$ cat src/rtl/shift_reg_sequencer.sv
// shift_reg_sequencer: queues reload/shift commands and drives a shift register's OPMODE/CE/reset, optionally streaming shifted-out words.
module shift_reg_sequencer #(
    parameter int N     = 4,
    parameter int M     = 8,
    parameter int CNT_W = 8
) (
    input  logic             clk,
    input  logic             rst,
    input  logic             cmd_valid,
    output logic             cmd_ready,
    input  logic             cmd_load,
    input  logic [1:0]       cmd_op,
    input  logic [CNT_W-1:0] cmd_cnt,
    input  logic             cmd_emit,
    output logic [1:0]       sr_opmode,
    output logic             sr_ce,
    output logic             sr_load,
    input  logic [M-1:0]     sr_dout,
    output logic             out_valid,
    input  logic             out_ready,
    output logic [M-1:0]     out_data,
    output logic             busy,
    output logic             done
);
    typedef enum logic [1:0] {IDLE, LOAD, RUN, DONE} state_t;
    typedef struct packed {
        logic             load;
        logic [1:0]       op;
        logic [CNT_W-1:0] cnt;
        logic             emit;
    } cmd_t;

    // N only describes the controlled register; nothing here depends on it.
    if (N < 1) begin : g_n_unused
    end

    state_t           state, next;
    cmd_t             q [2];
    cmd_t             head;
    logic             wp, rp, rdy_en, emit_r, push, pop, step_ok;
    logic [1:0]       qn;
    logic [CNT_W-1:0] rem;

    assign head      = q[rp];
    assign cmd_ready = rdy_en && qn != 2'd2;
    assign push      = cmd_valid && cmd_ready;
    assign pop       = state == IDLE && qn != 2'd0;
    assign step_ok   = !emit_r || !out_valid || out_ready;
    assign sr_ce     = state == RUN && step_ok;
    assign busy      = state != IDLE || qn != 2'd0;

    always_ff @(posedge clk)
        if (push) q[wp] <= {cmd_load, cmd_op, cmd_cnt, cmd_emit};

    always_ff @(posedge clk or negedge rst)
        if (!rst) begin
            wp     <= 1'b0;
            rp     <= 1'b0;
            qn     <= 2'd0;
            rdy_en <= 1'b0;
        end else begin
            rdy_en <= 1'b1;
            if (push) wp <= !wp;
            if (pop) rp <= !rp;
            qn <= qn + 2'(push) - 2'(pop);
        end

    always_ff @(posedge clk or negedge rst)
        if (!rst) state <= IDLE;
        else state <= next;

    always_comb begin
        next = state;
        case (state)
            IDLE:    if (pop) next = head.load ? LOAD : head.cnt == '0 ? DONE : RUN;
            LOAD:    next = DONE;
            RUN:     if (step_ok && rem == CNT_W'(1)) next = DONE;
            default: next = IDLE;
        endcase
    end

    // sr_load and done are registered so the register's reset pin never sees a decode glitch.
    always_ff @(posedge clk or negedge rst)
        if (!rst) begin
            sr_opmode <= 2'b00;
            sr_load   <= 1'b0;
            done      <= 1'b0;
            rem       <= '0;
            emit_r    <= 1'b0;
            out_valid <= 1'b0;
            out_data  <= '0;
        end else begin
            sr_load <= next == LOAD;
            done    <= next == DONE;
            if (pop) begin
                sr_opmode <= head.op;
                rem       <= head.cnt;
                emit_r    <= head.emit;
            end
            if (out_valid && out_ready) out_valid <= 1'b0;
            if (sr_ce) begin
                rem <= rem - 1'b1;
                if (emit_r) begin
                    out_data  <= sr_dout;
                    out_valid <= 1'b1;
                end
            end
        end
endmodule

$ cat config.mk
export PLATFORM = sky130hd
export DESIGN_NAME = shift_reg_sequencer
export DESIGN_NICKNAME = d
export VERILOG_FILES = /design/src/rtl/shift_reg_sequencer.sv
export SDC_FILE = /design/constraint.sdc
export NUM_CORES = 1
export LEC_CHECK = 0
export ABC_CLOCK_PERIOD_IN_PS = 4590
export BUFFER_PORTS_ARGS = -buffer_cell sky130_fd_sc_hd__buf_2
export CELL_PAD_IN_SITES_DETAIL_PLACEMENT = 0
export CELL_PAD_IN_SITES_GLOBAL_PLACEMENT = 1
export CORE_MARGIN = 3
export CORE_UTILIZATION = 48
export CTS_CLUSTER_SIZE = 20
export DETAILED_ROUTE_END_ITERATION = 7
export PLACE_DENSITY = 0.9
export SLEW_MARGIN = 10
export SYNTH_ARGS = -nofsm -noshare
export SYNTH_HDL_FRONTEND = slang
export SYNTH_SLANG_ARGS = --single-unit
$ cat constraint.sdc
create_clock -name clk -period 4.59 [get_ports clk]
set_input_delay 0.918 -clock clk [delete_from_list [all_inputs] [get_ports clk]]
set_output_delay 0.918 -clock clk [all_outputs]
set_load 0.01 [all_outputs]
======== After elaboration in Yosys (flattened, before gate mapping) ========
Memories as Yosys holds them, arrays and structs flattened.
Index checks and enable logic that the tools add are counted.
Widths: inputs -> output; s select.
word-level totals
  bits in writable memories ............... 24
  output and inout port bits .............. 16
  input bits .............................. 24
  logic and storage cells ................. 53
  bits in registers ....................... 29
  memories ................................ 1
memories
  name  depth  width  read ports  clocked after Yosys merged registers in  write ports  line  source
  q     2      12     1           0                                        1            38    cmd_t q [2];
operators by class
  reduce and logical (&&, ||, !) cells .... 19
  equal/unequal tests ..................... 6
  add/sub/neg operators ................... 3
  muxes and demuxes ....................... 12
operators with widths
  cell                 number
  $mux 8               2
  $eq 8x1->1 const B   1
  $logic_not 8->1      1
  $sub 8x1->8 const B  1
  $logic_and 1x1->1    6
  $mux 1               6
  $mux 2               3
  $pmux 2 s3           1
  $reduce_bool 2->1    3
  $eq 2x1->1 const B   2
  $eq 2x2->1 const B   2
  $logic_not 1->1      4
  $logic_or 1x1->1     3
  $add 2x1->2          1
  $logic_not 2->1      1
  $ne 2x2->1 const B   1
  $reduce_and 2->1     1
  $sub 2x1->2          1

======== Logic depth before layout (Yosys ltp) ========
  depth in word-level cells ............... 7
  depth in mapped cells ................... 9

======== Least setup slack after synthesis ========
Ideal clock, no wire load.
  path type ............................... input -> output
  start ................................... input port out_ready
  end ..................................... output port sr_ce
  stages .................................. 3
  buffers on the path ..................... 0
  arrival time ............................ 1591 ps
  data required time ...................... 3672 ps
  path slack .............................. 2081 ps
  path through ............................ nand3b_1 nand2_1 clkinv_1
on the way
  longest elaborated chain between the ends .. 2
ends and longest elaborated chain
  what               line  source
  from (decl)        20    input logic out_ready,
  $logic_or 1x1->1   48    assign step_ok = !emit_r || !out_valid || out_ready;
  $logic_and 1x1->1  49    assign sr_ce = state == RUN && step_ok;
  to (decl)          16    output logic sr_ce,
Every way passes these cells.

======== Final worst setup path ========
Ends and elaborated chain as after synthesis.

==> key figures <==
Final layout
  – Diodes inserted: 0
  – Fin util: 59.8%
  – Commonest cells after routing, fill and taps aside: buf_2, dfrtp_1, edfxtp_1, mux2_2, inv_1
  – Layout cells sized above 1: between 20% and 30%
  – Register area: about 1400 um^2
  – Post-layout instance count excluding filler cells: 270
  – Area Growth Syn to Fin: 16.1%
  – Fillers: approximately 350
  – Area taken by multi-input logic gates: between 800 and 900 um^2
  – Nets@finish: around 250
  – Commonest non-fill, non-tap cell in the layout: buf_2

Die
  – Core area: roughly 4500 um^2
  – Die height: around 76 um
  – Starting Density: around half
  – Die Area: about 5700 um^2
  – Floorplan row count: 24
  – Total I/O pin count: 40
  – Die Wd: 75.5 um

Placed design
  – Gp weighted congestion: 0.815
  – Setup slack after placement: 1.64 ns
  – I/O Buffers: 39
  – DP HPWL: 2890 um
  – Placed insts: between 200 and 300

Clock tree
  – Clk buf depth: 2
  – Root Buffer: clkbuf_8
  – Clk_lat worst skew: 0.30 ns
  – CTS Sinks: 53
  – # hold bufs at CTS: 0
  – Post-CTS sizing: 0
  – TritonCTS Buffers: 5
  – CTS tree: done
  – Setup Fix Bufs, Post-CTS: 0
  – H-tree depth: 2
  – Clock transition at path regs: approximately 0.080 ns

STA
  – Tmin final: between 3 and 4 ns
  – Final Hold Viols: 0
  – Period utilisation layout: 65.9%
  – Fmax achieved: approximately 0.33 GHz
  – Setup TNS: 0 ns
  – Worst setup margin: ~1.6 ns
  – Slew HR: a little over a third
  – # setup viols final: 0
  – Clock Skews: ~0.010 ns
  – Final Slew Violations: 0
  – RSZ-0062 raised after global routing: no
  – Worst-Margin Slew: approximately 0.96 ns

Worst hold path
  – HP Class: reg2reg

Pwr
  – PwrDens: between 600 and 700 nW/um^2
  – Leak: ~0.0012 uW
  – Total power draw: approximately 1800 uW
  – Maximum vdd ir drop: between 0.3 and 0.4 mV

Global routing
  – Initial antenna violation count: 0
  – Vias in the first global route: 1,394
  – Global route overflow: 0
  – Largest net degree at the start of global routing: 30
  – GRT Resource Usage Total: between 10% and 20%
  – First-pass GRT wire length: 6740 um

Synth
  – Share of the synthesized area in the top cell type: 31.3%
  – Synth top area cells: dfrtp_1, edfxtp_1, mux2_2, ha_1, mux2i_1
  – Post-Syn Nets: 206
  – Synthesized flop and latch total: between 50 and 60
  – Sequential fraction of the synthesis area: between 60% and 70%
  – Post-synth design cell area: 2320 um^2
  – Post-synthesis cell count: 174
  – Commonest register cell after synthesis: dfrtp_1
  – Top cell type by total area after synthesis: dfrtp_1
  – Warnings, synthesis: 0
  – Post-synth EDFFs: 24
  – Avg Inst Size Synth: around 13 um^2
  – Post-synth ARST share: between 50% and 60%
  – Synth unique cells: 44

Drt
  – # DRC: 0
  – WL final: roughly 4000 um
  – Drt wl/cell: between 10 and 15 um
  – Initial detailed-routing violation count: 65
  – Vias post-DR: 1,497
  – Final ANT Viol Nets: 0
  – Vias/cell: between 5 and 6
  – DRT Pass-1 Iters: 4

Flow run
  – Max_cap viols: 0

Worst setup path
  – Critical Path End Type: primary output
  – Max FO, Critical Path: 10
  – Crit path DAT: ~2.1 ns
  – CP required: approximately 3.7 ns
  – CP Class: in2out
  – CP Launch Type: input pin

Status
  – Status: complete, no violations
==> where the power goes <==
part / internal, uW / switching, uW
registers: 651 / 132
clock network: 216 / 144
logic: 302 / 351
==> through the flow <==
stage          cell area (um^2)  hold slack [ns]
6_report                   2690            0.502
5_1_grt                    2690            0.530
4_1_cts                    2690            0.504
3_5_place_dp               2560            0.483
3_3_place_gp               2560            0.476
2_1_floorplan              2320            0.461
==> sequential cells by signal, summed over array words and instances, names as in the netlist <==
| signal | cells |
|---|---|
| out_data | 8 |
| rp | 1 |
| rem | 8 |
| state | 2 |
| emit_r | 1 |
| sr_load | 1 |
| rdy_en | 1 |
| done | 1 |
| out_valid | 1 |
| qn | 2 |
| wp | 1 |
| sr_opmode | 2 |
| q | 24 |
==> cell families (layout without fill, tap and decap cells) <==
kind of cell | after synthesis | count (layout) | synth area share, %
and+or+nand+nor | 37 | 37 | 8.80
other | 1 | 1 | 0.162
muxes | 20 | 20 | 9.28
AOI/OAI and AO/OA | 36 | 36 | 10.7
xor gates and xnor gates | 4 | 4 | 1.51
buffers and inverters | 15 | 59 | 2.81
adders and majority gates | 8 | 8 | 4.32
DFF | 53 | 53 | 62.4
==> critical path: stages <==
cell	delay (ns)
buf_2	0.10
nand3b_1	0.24
nand2_1	0.30
clkinv_1	0.31
buf_2	0.23
==> final timing paths <==
kind                       depth (start not counted)          from  slack (ns)            to
min                                                2  sr_opmode[0]        0.50  sr_opmode[0]
max in group asynchronous                          1           rst        3.52            rp
min reg2reg                                        2  sr_opmode[0]        0.50  sr_opmode[0]
max reg2reg                                        9      state[0]        2.00         qn[1]
min in group asynchronous                          1           rst        0.64         qn[1]
max                                                5     out_ready        1.57         sr_ce
==> cells in the mapped netlist, types with 2 or more instances <==
cell / n
edfxtp_1: 24
nand2_1: 8
nor4_1: 2
a32o_1: 4
inv_1: 11
o21ai_0: 10
nor2_1: 9
and3_1: 3
o211ai_1: 2
a21o_1: 3
xnor2_1: 4
or4_1: 2
mux2_2: 12
ha_1: 8
mux2i_1: 8
dfrtp_1: 29
nor3_1: 3
a21oi_1: 6
==> area by class of cell <==
| type | count | share of cell area [%] |
|---|---|---|
| inverter | 12 | 1.67 |
| clock inverter | 3 | 2.42 |
| sequential | 53 | 53.7 |
| timing repair buffer | 39 | 7.25 |
| multi-input combinational | 106 | 30.0 |
| clock buffer | 5 | 2.56 |
| tap | 52 | 2.42 |
==> layer usage <==
layer | GRT usage, % | up-vias | routed length (um)
met2 | 24.6 | 44 | 1970
li1 | - | 733 | -
met4 | 4.66 | 0 | 48
met1 | 22.6 | 715 | 1800
met5 | 0 | - | 0
met3 | 4.49 | 5 | 225
Power figures use the tool's default switching activity.
